`src/rtl/mmcm_drp_reconfig_if.sv`:
```
// MMCM-facing bundle: DRP port plus the reset/lock pair of the video-clock MMCM.
interface mmcm_drp_reconfig_if;
   logic [6:0]  drp_daddr;
   logic        drp_den;
   logic        drp_dwe;
   logic [15:0] drp_di;
   logic [15:0] drp_do;
   logic        drp_drdy;
   logic        mmcm_rst;
   logic        mmcm_locked;

   modport master (
      output drp_daddr, drp_den, drp_dwe, drp_di, mmcm_rst,
      input  drp_do, drp_drdy, mmcm_locked
   );

   modport slave (
      input  drp_daddr, drp_den, drp_dwe, drp_di, mmcm_rst,
      output drp_do, drp_drdy, mmcm_locked
   );
endinterface

```
`src/rtl/mmcm_drp_reconfig.sv`:
```
// Video-clock MMCM reconfiguration controller and power-up reset sequencer.
//
// state     | meaning
// ----------+-------------------------------------------------------------
// RELEASE   | drop MMCM reset, load lock timer
// WAIT_LOCK | wait for synchronized lock (armed after low seen or 4 cycles)
// IDLE      | not busy, accepts cfg_req
// ROM_RD    | present {sel, idx} to the ROM
// ROM_WAIT  | ROM data valid, latch addr/mask/data
// DRP_RD    | one-cycle DRP read strobe
// WAIT_RD   | wait for read DRDY or timeout
// DRP_WR    | one-cycle DRP write strobe with merged data
// WAIT_WR   | wait for write DRDY or timeout, then next entry or RELEASE
module mmcm_drp_reconfig #(
   parameter int CFG_W        = 2,
   parameter int IDX_W        = 3,
   parameter int DRDY_TIMEOUT = 64,
   parameter int LOCK_TIMEOUT = 12000
) (
   input  logic                   clk12,
   input  logic                   rst,
   input  logic                   cfg_req,
   input  logic [CFG_W-1:0]       cfg_sel,
   output logic                   cfg_busy,
   output logic                   cfg_done,
   output logic                   cfg_err,
   output logic [CFG_W+IDX_W-1:0] rom_addr,
   input  logic [38:0]            rom_data,
   mmcm_drp_reconfig_if.master    drp
);
   localparam int TMR_MAX = (LOCK_TIMEOUT > DRDY_TIMEOUT) ? LOCK_TIMEOUT : DRDY_TIMEOUT;
   localparam int TMR_W   = $clog2(TMR_MAX + 1);
   localparam logic [TMR_W-1:0] DRDY_LD  = TMR_W'(DRDY_TIMEOUT - 1);
   localparam logic [TMR_W-1:0] LOCK_LD  = TMR_W'(LOCK_TIMEOUT - 1);
   // Timer value once four WAIT_LOCK cycles have elapsed
   localparam logic [TMR_W-1:0] LOCK_ARM = TMR_W'(LOCK_TIMEOUT - 5);

   typedef enum logic [3:0] {
      RELEASE, WAIT_LOCK, IDLE, ROM_RD, ROM_WAIT, DRP_RD, WAIT_RD, DRP_WR, WAIT_WR
   } state_t;

   state_t            state_q, state_d;
   logic [CFG_W-1:0]  sel_q;
   logic [IDX_W-1:0]  idx_q;
   logic [6:0]        addr_q;
   logic [15:0]       mask_q, data_q, do_q;
   logic [TMR_W-1:0]  tmr_q;
   logic [1:0]        lock_sync_q;
   logic              lock_s, seen_low_q, req_q, mmcm_rst_q, tmr_tc;
   logic              accept, rom_latch, do_latch, idx_inc;
   logic              ld_drdy, ld_lock, tmr_dec, drdy_err, lock_err, lock_ok;

   assign lock_s   = lock_sync_q[1];
   assign tmr_tc   = (tmr_q == '0);
   assign cfg_busy = (state_q != IDLE);
   assign rom_addr = {sel_q, idx_q};

   assign drp.drp_daddr = addr_q;
   assign drp.drp_den   = (state_q == DRP_RD) || (state_q == DRP_WR);
   assign drp.drp_dwe   = (state_q == DRP_WR);
   // Mask bit set keeps the bit read back from the MMCM
   assign drp.drp_di    = (do_q & mask_q) | (data_q & ~mask_q);
   assign drp.mmcm_rst  = mmcm_rst_q;

   // Two-flop synchronizer for the asynchronous lock indication
   always_ff @(posedge clk12) begin
      if (rst) lock_sync_q <= 2'b00;
      else     lock_sync_q <= {lock_sync_q[0], drp.mmcm_locked};
   end

   // State register; reset restarts the boot sequence
   always_ff @(posedge clk12) begin
      if (rst) state_q <= RELEASE;
      else     state_q <= state_d;
   end

   // Next-state and per-state control strobes
   always_comb begin
      state_d   = state_q;
      accept    = 1'b0;
      rom_latch = 1'b0;
      do_latch  = 1'b0;
      idx_inc   = 1'b0;
      ld_drdy   = 1'b0;
      ld_lock   = 1'b0;
      tmr_dec   = 1'b0;
      drdy_err  = 1'b0;
      lock_err  = 1'b0;
      lock_ok   = 1'b0;
      case (state_q)
         IDLE: if (cfg_req) begin
            accept  = 1'b1;
            state_d = ROM_RD;
         end
         ROM_RD:   state_d = ROM_WAIT;
         ROM_WAIT: begin
            rom_latch = 1'b1;
            state_d   = DRP_RD;
         end
         DRP_RD: begin
            ld_drdy = 1'b1;
            state_d = WAIT_RD;
         end
         WAIT_RD: begin
            if (drp.drp_drdy) begin
               do_latch = 1'b1;
               state_d  = DRP_WR;
            end else if (tmr_tc) begin
               drdy_err = 1'b1;
               state_d  = IDLE;
            end else begin
               tmr_dec = 1'b1;
            end
         end
         DRP_WR: begin
            ld_drdy = 1'b1;
            state_d = WAIT_WR;
         end
         WAIT_WR: begin
            if (drp.drp_drdy) begin
               if (idx_q == '1) begin
                  state_d = RELEASE;
               end else begin
                  idx_inc = 1'b1;
                  state_d = ROM_RD;
               end
            end else if (tmr_tc) begin
               drdy_err = 1'b1;
               state_d  = IDLE;
            end else begin
               tmr_dec = 1'b1;
            end
         end
         RELEASE: begin
            ld_lock = 1'b1;
            state_d = WAIT_LOCK;
         end
         WAIT_LOCK: begin
            if (lock_s && (seen_low_q || (tmr_q <= LOCK_ARM))) begin
               lock_ok = 1'b1;
               state_d = IDLE;
            end else if (tmr_tc) begin
               lock_err = 1'b1;
               state_d  = IDLE;
            end else begin
               tmr_dec = 1'b1;
            end
         end
         default: state_d = RELEASE;
      endcase
   end

   // Datapath registers, shared timeout down-counter and status flags
   always_ff @(posedge clk12) begin
      if (rst) begin
         sel_q      <= '0;
         idx_q      <= '0;
         addr_q     <= '0;
         mask_q     <= '0;
         data_q     <= '0;
         do_q       <= '0;
         tmr_q      <= '0;
         seen_low_q <= 1'b0;
         req_q      <= 1'b0;
         mmcm_rst_q <= 1'b1;
         cfg_err    <= 1'b0;
         cfg_done   <= 1'b0;
      end else begin
         cfg_done <= lock_ok & req_q;
         if (accept) begin
            sel_q      <= cfg_sel;
            idx_q      <= '0;
            cfg_err    <= 1'b0;
            mmcm_rst_q <= 1'b1;
            req_q      <= 1'b1;
         end
         if (idx_inc) idx_q <= idx_q + IDX_W'(1);
         if (rom_latch) begin
            addr_q <= rom_data[38:32];
            mask_q <= rom_data[31:16];
            data_q <= rom_data[15:0];
         end
         if (do_latch) do_q <= drp.drp_do;
         if (drdy_err || lock_err) cfg_err <= 1'b1;
         if (drdy_err || (state_q == RELEASE)) mmcm_rst_q <= 1'b0;
         if (ld_drdy)      tmr_q <= DRDY_LD;
         else if (ld_lock) tmr_q <= LOCK_LD;
         else if (tmr_dec) tmr_q <= tmr_q - TMR_W'(1);
         if (state_q == RELEASE)                  seen_low_q <= 1'b0;
         else if (state_q == WAIT_LOCK && !lock_s) seen_low_q <= 1'b1;
      end
   end
endmodule

```
`src/flat_wrapper.sv`:
```
// flat-port wrapper written by rule: the top's interface ports become plain ports
module mmcm_drp_reconfig_flat 
#(
   parameter int CFG_W        = 2,
   parameter int IDX_W        = 3,
   parameter int DRDY_TIMEOUT = 64,
   parameter int LOCK_TIMEOUT = 12000
)
  (clk12, rst, cfg_req, cfg_sel, cfg_busy, cfg_done, cfg_err, rom_addr, rom_data, drp_drp_daddr, drp_drp_den, drp_drp_dwe, drp_drp_di, drp_mmcm_rst, drp_drp_do, drp_drp_drdy, drp_mmcm_locked);
  mmcm_drp_reconfig_if drp_i ();
  input  logic clk12;
  input  logic rst;
  input  logic cfg_req;
  input  logic [CFG_W-1:0] cfg_sel;
  output logic cfg_busy;
  output logic cfg_done;
  output logic cfg_err;
  output logic [CFG_W+IDX_W-1:0] rom_addr;
  input  logic [38:0] rom_data;
  output wire logic [$bits(drp_i.drp_daddr)-1:0] drp_drp_daddr;
  output wire logic [$bits(drp_i.drp_den)-1:0] drp_drp_den;
  output wire logic [$bits(drp_i.drp_dwe)-1:0] drp_drp_dwe;
  output wire logic [$bits(drp_i.drp_di)-1:0] drp_drp_di;
  output wire logic [$bits(drp_i.mmcm_rst)-1:0] drp_mmcm_rst;
  input wire logic [$bits(drp_i.drp_do)-1:0] drp_drp_do;
  input wire logic [$bits(drp_i.drp_drdy)-1:0] drp_drp_drdy;
  input wire logic [$bits(drp_i.mmcm_locked)-1:0] drp_mmcm_locked;
  assign drp_drp_daddr = drp_i.drp_daddr;
  assign drp_drp_den = drp_i.drp_den;
  assign drp_drp_dwe = drp_i.drp_dwe;
  assign drp_drp_di = drp_i.drp_di;
  assign drp_mmcm_rst = drp_i.mmcm_rst;
  assign drp_i.drp_do = drp_drp_do;
  assign drp_i.drp_drdy = drp_drp_drdy;
  assign drp_i.mmcm_locked = drp_mmcm_locked;
  mmcm_drp_reconfig #(.CFG_W(CFG_W), .IDX_W(IDX_W), .DRDY_TIMEOUT(DRDY_TIMEOUT), .LOCK_TIMEOUT(LOCK_TIMEOUT)) u_core (.clk12(clk12), .rst(rst), .cfg_req(cfg_req), .cfg_sel(cfg_sel), .cfg_busy(cfg_busy), .cfg_done(cfg_done), .cfg_err(cfg_err), .rom_addr(rom_addr), .rom_data(rom_data), .drp(drp_i));
endmodule
```
`config.mk`:
```
export PLATFORM = sky130hd
export DESIGN_NAME = mmcm_drp_reconfig_flat
export DESIGN_NICKNAME = d
export VERILOG_FILES = /design/src/rtl/mmcm_drp_reconfig_if.sv /design/src/rtl/mmcm_drp_reconfig.sv /design/src/flat_wrapper.sv
export SDC_FILE = /design/constraint.sdc
export NUM_CORES = 1
export LEC_CHECK = 0
export CAP_MARGIN = 25
export CORE_MARGIN = 2
export CORE_UTILIZATION = 45
export DETAILED_ROUTE_END_ITERATION = 12
export PLACE_DENSITY = 0.76
export SLEW_MARGIN = 20
export SYNTH_ARGS = -nofsm -noshare
export SYNTH_HDL_FRONTEND = slang
export SYNTH_SLANG_ARGS = --single-unit
```
`constraint.sdc`:
```
create_clock -name clk12 -period 2.2 [get_ports clk12]
set_clock_uncertainty 0.05 [all_clocks]
set_input_delay 0.66 -clock clk12 [delete_from_list [all_inputs] [get_ports clk12]]
set_output_delay 0.66 -clock clk12 [all_outputs]
set_load 0.005 [all_outputs]
```
==> out/results.tsv, run 1 <==
stage	metric	value	unit
logic_synthesis	average size of a mapped cell	8.07	um2
layout	Design Area, Final	0.00561	mm2
worst_setup_path	Worst setup SP type	flip-flop	
worst_setup_path	CP arrival	1470	ps
layout	share of layout cells above drive strength 1	17.5	%
detailed_routing	antenna viol nets, final	0	
logic_synthesis	register area share after synthesis	41.5	%
layout	final core utilization	64.0	%
detailed_routing	WL/cell	15.8	um
global_routing	vias in the first global route	3816	
global_routing	total global-route track usage	22.7	%
detailed_routing	DRC Markers	0	
logic_synthesis	count leader, synth	nand2_1	
clocking	Clock Tree Root	clkbuf_8	
timing	fin crit period	2180	ps
placement	hpwl dp	8.18	mm
clocking	CTS tree	built	
logic_synthesis	number of synthesized flops with an enable pin	0	
worst_setup_path	R2R cell count	7	
power	Peak supply drop	0.397	mV
floorplanning	Die ar.	0.00989	mm2
global_routing	initial antenna violation count	0	
timing	max-slew violations	0	
logic_synthesis	Post-synth ARST share	0	%
layout	nets	686	
power	Pleak	2.13	nW
logic_synthesis	synthesized flop and latch total	85	
timing	Final setup viols	0	
hold_path	Hold Crit Class	reg -> reg	
worst_setup_path	crit path kind	reg -> out	
global_routing	first-pass GRT wire length	18.2	mm
logic_synthesis	post-synth top area cell	dfxtp_1	
layout	FILL cells	746	
detailed_routing	via count	4175	
logic_synthesis	Post-Synthesis Cells	508	
timing	Sum Neg Setup Slack	0	ps
detailed_routing	final WL	11.6	mm
timing	worst hold slack	406	ps
layout	Non-Filler Instances	731	
timing	worst setup margin	16.9	ps
placement	worst slack at placement	-158	ps
floorplanning	die width	99.4	um
floorplanning	Die H	99.4	um
floorplanning	Top-Level Pins	96	
logic_synthesis	Synth area leaders	dfxtp_1 42%, nand2_1 12%, a21oi_1 9.2%	
clocking	CTS H-tree depth	3	
worst_setup_path	worst endpoint required time	1490	ps
placement	gpl congestion	0.943	
worst_setup_path	CP Max Fanout	2	
detailed_routing	Initial DRT Pass Iterations	5	
floorplanning	Initial Util	46.8	%
placement	dpl cells	713	
power	total power	4.69	mW
placement	IO Port Bufs	95	
timing	final hold viol count	0	
logic_synthesis	Synth Net Count	575	
logic_synthesis	top cells by count, synth	127 x nand2_1, 85 x dfxtp_1, 75 x a21oi_1, 25 x clkbuf_1, 17 x nor3_1	
logic_synthesis	Yosys top cell area share	41.5	%
timing	slew margin rel.	61.8	%
status	status	finished, final reports clean	
floorplanning	row count	34	
layout	footprint of the multi-input gates	0.00228	mm2
logic_synthesis	Mapped Area	0.00410	mm2
layout	Register Area	0.00172	mm2
placement	post-place instance area	0.00531	mm2
timing	Slew @ Worst Pin	571	ps
clocking	hold buffers post-CTS	0	
hold_path	Worst Hold Path Cells	2	
clocking	clk sinks	85	
layout	ant diodes	0	
worst_setup_path	crit path capture type	primary output	
power	pwr dens	837	mW/mm2
clocking	Clock transition at path regs	90	ps
job	Max-Cap Viols	0	
global_routing	GR Overflow Total	0	
clocking	Worst-Skew Late Latency	360	ps
logic_synthesis	Top FF cell, synth	dfxtp_1	
clocking	Num CTS Buffers	9	
floorplanning	Core Area	0.00876	mm2
timing	Achievable Freq	0.458	GHz
logic_synthesis	yosys warns	0	
logic_synthesis	synth unique cells	60	
global_routing	largest net degree at the start of global routing	29	
timing	Period Utilization, post-route	99.2	%
detailed_routing	DR iter-0 viols	301	
layout	area growth from synthesis to layout	36.8	%
detailed_routing	DR vias/cell	5.71	
clocking	clk buf depth	2	
==> final cells by class <==
type | count | area share, %
timing repair buffer | 133 | 22.1
clock inverter | 6 | 1.25
multi-input combinational | 380 | 40.6
inverter | 10 | 0.669
sequential | 85 | 30.7
clock buffer | 9 | 2.21
tap | 108 | 2.41
==> registers in the layout, indices dropped and copies added (netlist names) <==
| signal | count |
|---|---|
| u_core.data_q | 16 |
| u_core.mask_q | 16 |
| u_core.cfg_err | 1 |
| u_core.do_q | 16 |
| u_core.idx_q | 3 |
| u_core.drp.mmcm_rst | 1 |
| u_core.lock_sync_q | 2 |
| u_core.drp.drp_daddr | 7 |
| u_core.seen_low_q | 1 |
| u_core.state_q | 4 |
| u_core.req_q | 1 |
| u_core.tmr_q | 14 |
| u_core.cfg_done | 1 |
| u_core.sel_q | 2 |
==> power breakdown <==
group	switching [mW]	internal, mW
sequential	0.178	1.68
clock	0.597	0.526
combinational	0.937	0.778
total	1.71	2.98
==> path summary, 6_finish.rpt <==
| kind | from | to | slack [ps] |
|---|---|---|---|
| setup reg to reg | u_core.tmr_q[1] | u_core.tmr_q[0] | 60 |
| setup / recovery | u_core.mask_q[3] | drp_drp_di[3] | 20 |
| hold / removal | u_core.drp.drp_daddr[4] | u_core.drp.drp_daddr[4] | 410 |
| hold reg to reg | u_core.drp.drp_daddr[4] | u_core.drp.drp_daddr[4] | 410 |
==> critical path, cell delays in order, from the launching register on <==
cell	delay [ps]
dfxtp_2	340
mux2_2	330
clkdlybuf4s50_1	440
==> placed cells by master (no fill, tap or decap), types with 4 or more instances in the layout <==
master | netlist | layout
a211oi_1 | 9 | 9
a21oi_1 | 75 | 74
buf_4 | 1 | 36
clkbuf_8 | 0 | 9
clkdlybuf4s50_1 | 0 | 76
dfxtp_1 | 85 | 71
dfxtp_2 | 0 | 13
dlygate4sd2_1 | 0 | 14
dlymetal6s2s_1 | 0 | 4
ha_1 | 5 | 4
inv_1 | 10 | 8
mux2_2 | 16 | 16
mux2i_1 | 4 | 4
nand2_1 | 127 | 125
nand2b_1 | 6 | 6
nand3_1 | 9 | 9
nand4_1 | 6 | 6
nor2_1 | 16 | 15
nor2b_1 | 6 | 5
nor3_1 | 17 | 16
nor4_1 | 7 | 5
o211a_1 | 4 | 4
o21ai_0 | 8 | 8
o311ai_1 | 4 | 5
or3_1 | 10 | 10
==> timing repair <==
item | CTS | global route
resized for setup | 32 | 20
gates cloned | 0 | 0
pin swaps | 0 | 8
endpoints found under the setup margin | 19 | 19
buffers inserted | 0 | 3
hold endpoints to repair | 0 | 0
==> logic make-up (layout without fill, tap and decap cells) <==
logic type	count (synthesis)	in the layout	synth area share, %
AND/OR/NAND/NOR	224	224	26.4
AO/OA/AOI/OAI	131	131	20.5
flip-flops	85	85	41.5
buffers and inverters	43	158	4.67
multiplexers	20	20	5.37
adder cells (fa/ha/maj)	5	5	1.53
==> per-layer routing <==
metal	vias to the layer above	share of wire [%]	GRT usage, %
met4	0	1.9	8.96
met3	18	6.7	3.30
met5	-	0	0
met2	181	47	35.4
met1	1953	44	31.6
li1	2023	-	-
(Power assumes the default switching activity.)
==> run 2: changes to the inputs <==
--- a/config.mk
+++ b/config.mk
@@ -7,9 +7,9 @@
 export LEC_CHECK = 0
 export CAP_MARGIN = 25
 export CORE_MARGIN = 2
-export CORE_UTILIZATION = 45
+export CORE_UTILIZATION = 50
 export DETAILED_ROUTE_END_ITERATION = 12
-export PLACE_DENSITY = 0.76
+export PLACE_DENSITY = 0.8
 export SLEW_MARGIN = 20
 export SYNTH_ARGS = -nofsm -noshare
 export SYNTH_HDL_FRONTEND = slang
==> constraint.sdc (replaced) <==
create_clock -name clk12 -period 2.3 [get_ports clk12]
set_clock_uncertainty 0.05 [all_clocks]
set_input_delay 0.69 -clock clk12 [delete_from_list [all_inputs] [get_ports clk12]]
set_output_delay 0.69 -clock clk12 [all_outputs]
set_load 0.005 [all_outputs]
==> run 2 against run 1 <==
Effect of this change:
- final area shrank 2.1%
- critical path depth unchanged
- flip-flop and latch count stayed put
- combinational power down 11%
- clock power shrank 8%
- via count down 2.8%
- critical path type unchanged
==> out/results.tsv, run 2 (same netlist as run 1, synthesis figures left out) <==
stage	metric	value	unit
clocking	CTS tree	built	
clocking	Worst-Skew Late Latency	360	ps
global_routing	initial antenna violation count	0	
detailed_routing	DR vias/cell	5.64	
worst_setup_path	Worst setup SP type	flip-flop	
floorplanning	row count	33	
worst_setup_path	CP max-delay cell	clkdlybuf4s50_1	
clocking	CTS H-tree depth	3	
clocking	Num CTS Buffers	9	
job	Max-Cap Viols	0	
floorplanning	Initial Util	50.6	%
worst_setup_path	crit-path cells	mux2_2 > clkdlybuf4s50_1	
placement	IO Port Bufs	95	
worst_setup_path	worst endpoint required time	1560	ps
layout	Non-Filler Instances	720	
worst_setup_path	CP arrival	1520	ps
floorplanning	Core Area	0.00809	mm2
global_routing	vias in the first global route	3802	
worst_setup_path	CP max stage delay	470	ps
layout	most frequent cells in the layout	126 x nand2_1, 90 x clkdlybuf4s50_1, 81 x dfxtp_1	
layout	area growth from synthesis to layout	33.9	%
clocking	clk sinks	85	
power	pwr dens	786	mW/mm2
detailed_routing	WL/cell	15.9	um
global_routing	first-pass GRT wire length	18.1	mm
timing	Period Utilization, post-route	98.2	%
floorplanning	Die ar.	0.00894	mm2
layout	FILL cells	662	
global_routing	total global-route track usage	25.7	%
detailed_routing	antenna viol nets, final	0	
layout	footprint of the multi-input gates	0.00224	mm2
floorplanning	Top-Level Pins	96	
worst_setup_path	CP Max Fanout	2	
clocking	post-CTS setup buffers	0	
placement	worst slack at placement	-110	ps
global_routing	GR Overflow Total	0	
layout	Register Area	0.00171	mm2
timing	Slew @ Worst Pin	636	ps
clocking	Clock transition at path regs	90	ps
placement	dpl cells	704	
timing	Final setup viols	0	
timing	worst setup margin	41.8	ps
power	total power	4.31	mW
power	Peak supply drop	0.423	mV
worst_setup_path	Top delay family on crit path	buffers and inverters	
timing	fin crit period	2260	ps
timing	final hold viol count	0	
clocking	hold buffers post-CTS	0	
placement	gpl congestion	0.924	
detailed_routing	DRC Markers	0	
worst_setup_path	crit path kind	reg -> out	
detailed_routing	via count	4058	
floorplanning	die width	94.5	um
global_routing	largest net degree at the start of global routing	40	
layout	top flop regs	u_core.data_q: 16 flops, u_core.do_q: 16 flops, u_core.mask_q: 16 flops	
detailed_routing	DR iter-0 viols	385	
placement	hpwl dp	8.03	mm
layout	final core utilization	67.8	%
timing	slew margin rel.	57.5	%
worst_setup_path	CP Buf/Inv Count	1	
detailed_routing	Initial DRT Pass Iterations	5	
layout	most common cell after layout, fill and taps aside	nand2_1	
hold_path	Hold Crit Class	reg -> reg	
floorplanning	Die H	94.5	um
layout	share of layout cells above drive strength 1	13.2	%
clocking	Clock Tree Root	clkbuf_8	
worst_setup_path	crit path capture type	primary output	
status	status	finished, final reports clean	
timing	Achievable Freq	0.443	GHz
power	Pleak	2.00	nW
timing	worst hold slack	403	ps
timing	max-slew violations	0	
layout	ant diodes	0	
clocking	clk buf depth	2	
detailed_routing	final WL	11.5	mm
timing	RSZ-0062 raised after global routing	false	
layout	nets	677	
run 2: cell types whose count changed in the layout (fill, tap and decap cells not counted), moves of 9 or more:
cell,delta
clkdlybuf4s50_1,+14
dfxtp_2,-10
dlygate4sd2_1,-12
dfxtp_1,+10
buf_4,-9
run 2: metal layers:
layer  track usage, %  routed length [um]  vias to the layer above
li1                 -                   -                     2006
met1             34.1                5080                     1895
met2             42.1                5480                      142
met3             5.51                 727                       15
met4             7.97                 164                        0
met5                0                   0                        -
run 2: worst paths after layout:
path | start | end | slack (ps) | cells after the start
setup / recovery | u_core.mask_q[11] | drp_drp_di[11] | 40 | 2
hold / removal | u_core.lock_sync_q[0] | u_core.lock_sync_q[1] | 400 | 1
setup reg to reg | u_core.tmr_q[1] | u_core.tmr_q[4] | 110 | 7
hold reg to reg | u_core.lock_sync_q[0] | u_core.lock_sync_q[1] | 400 | 1
run 2: area by class of cell:
cell class              count  area share (%)
multi-input cells         380            40.8
clock buffers              10            2.51
clock inverters             6           0.958
inverters                  10           0.684
well taps                 105            2.39
flip-flops and latches     85            31.1
repair buffers            124            21.5
run 2: timing repair:
| action | in CTS | in global routing |
|---|---|---|
| gates resized for setup | 11 | 6 |
| pin swaps | 0 | 0 |
| endpoints found under the setup margin | 3 | 10 |
run 2: where the power goes:
part           leakage (nW)  switching [mW]  internal [mW]
sequential            0.692           0.157           1.60
clock                0.0914           0.588          0.439
combinational          1.21           0.856          0.675
run 2: through the flow:
step / area [um2] / setup TNS, ps
CTS: 5470 / 0
global route: 5490 / 0
finish: 5490 / 0
global placement: 5260 / -209
floorplan: 4100 / 0
detailed placement: 5260 / -434
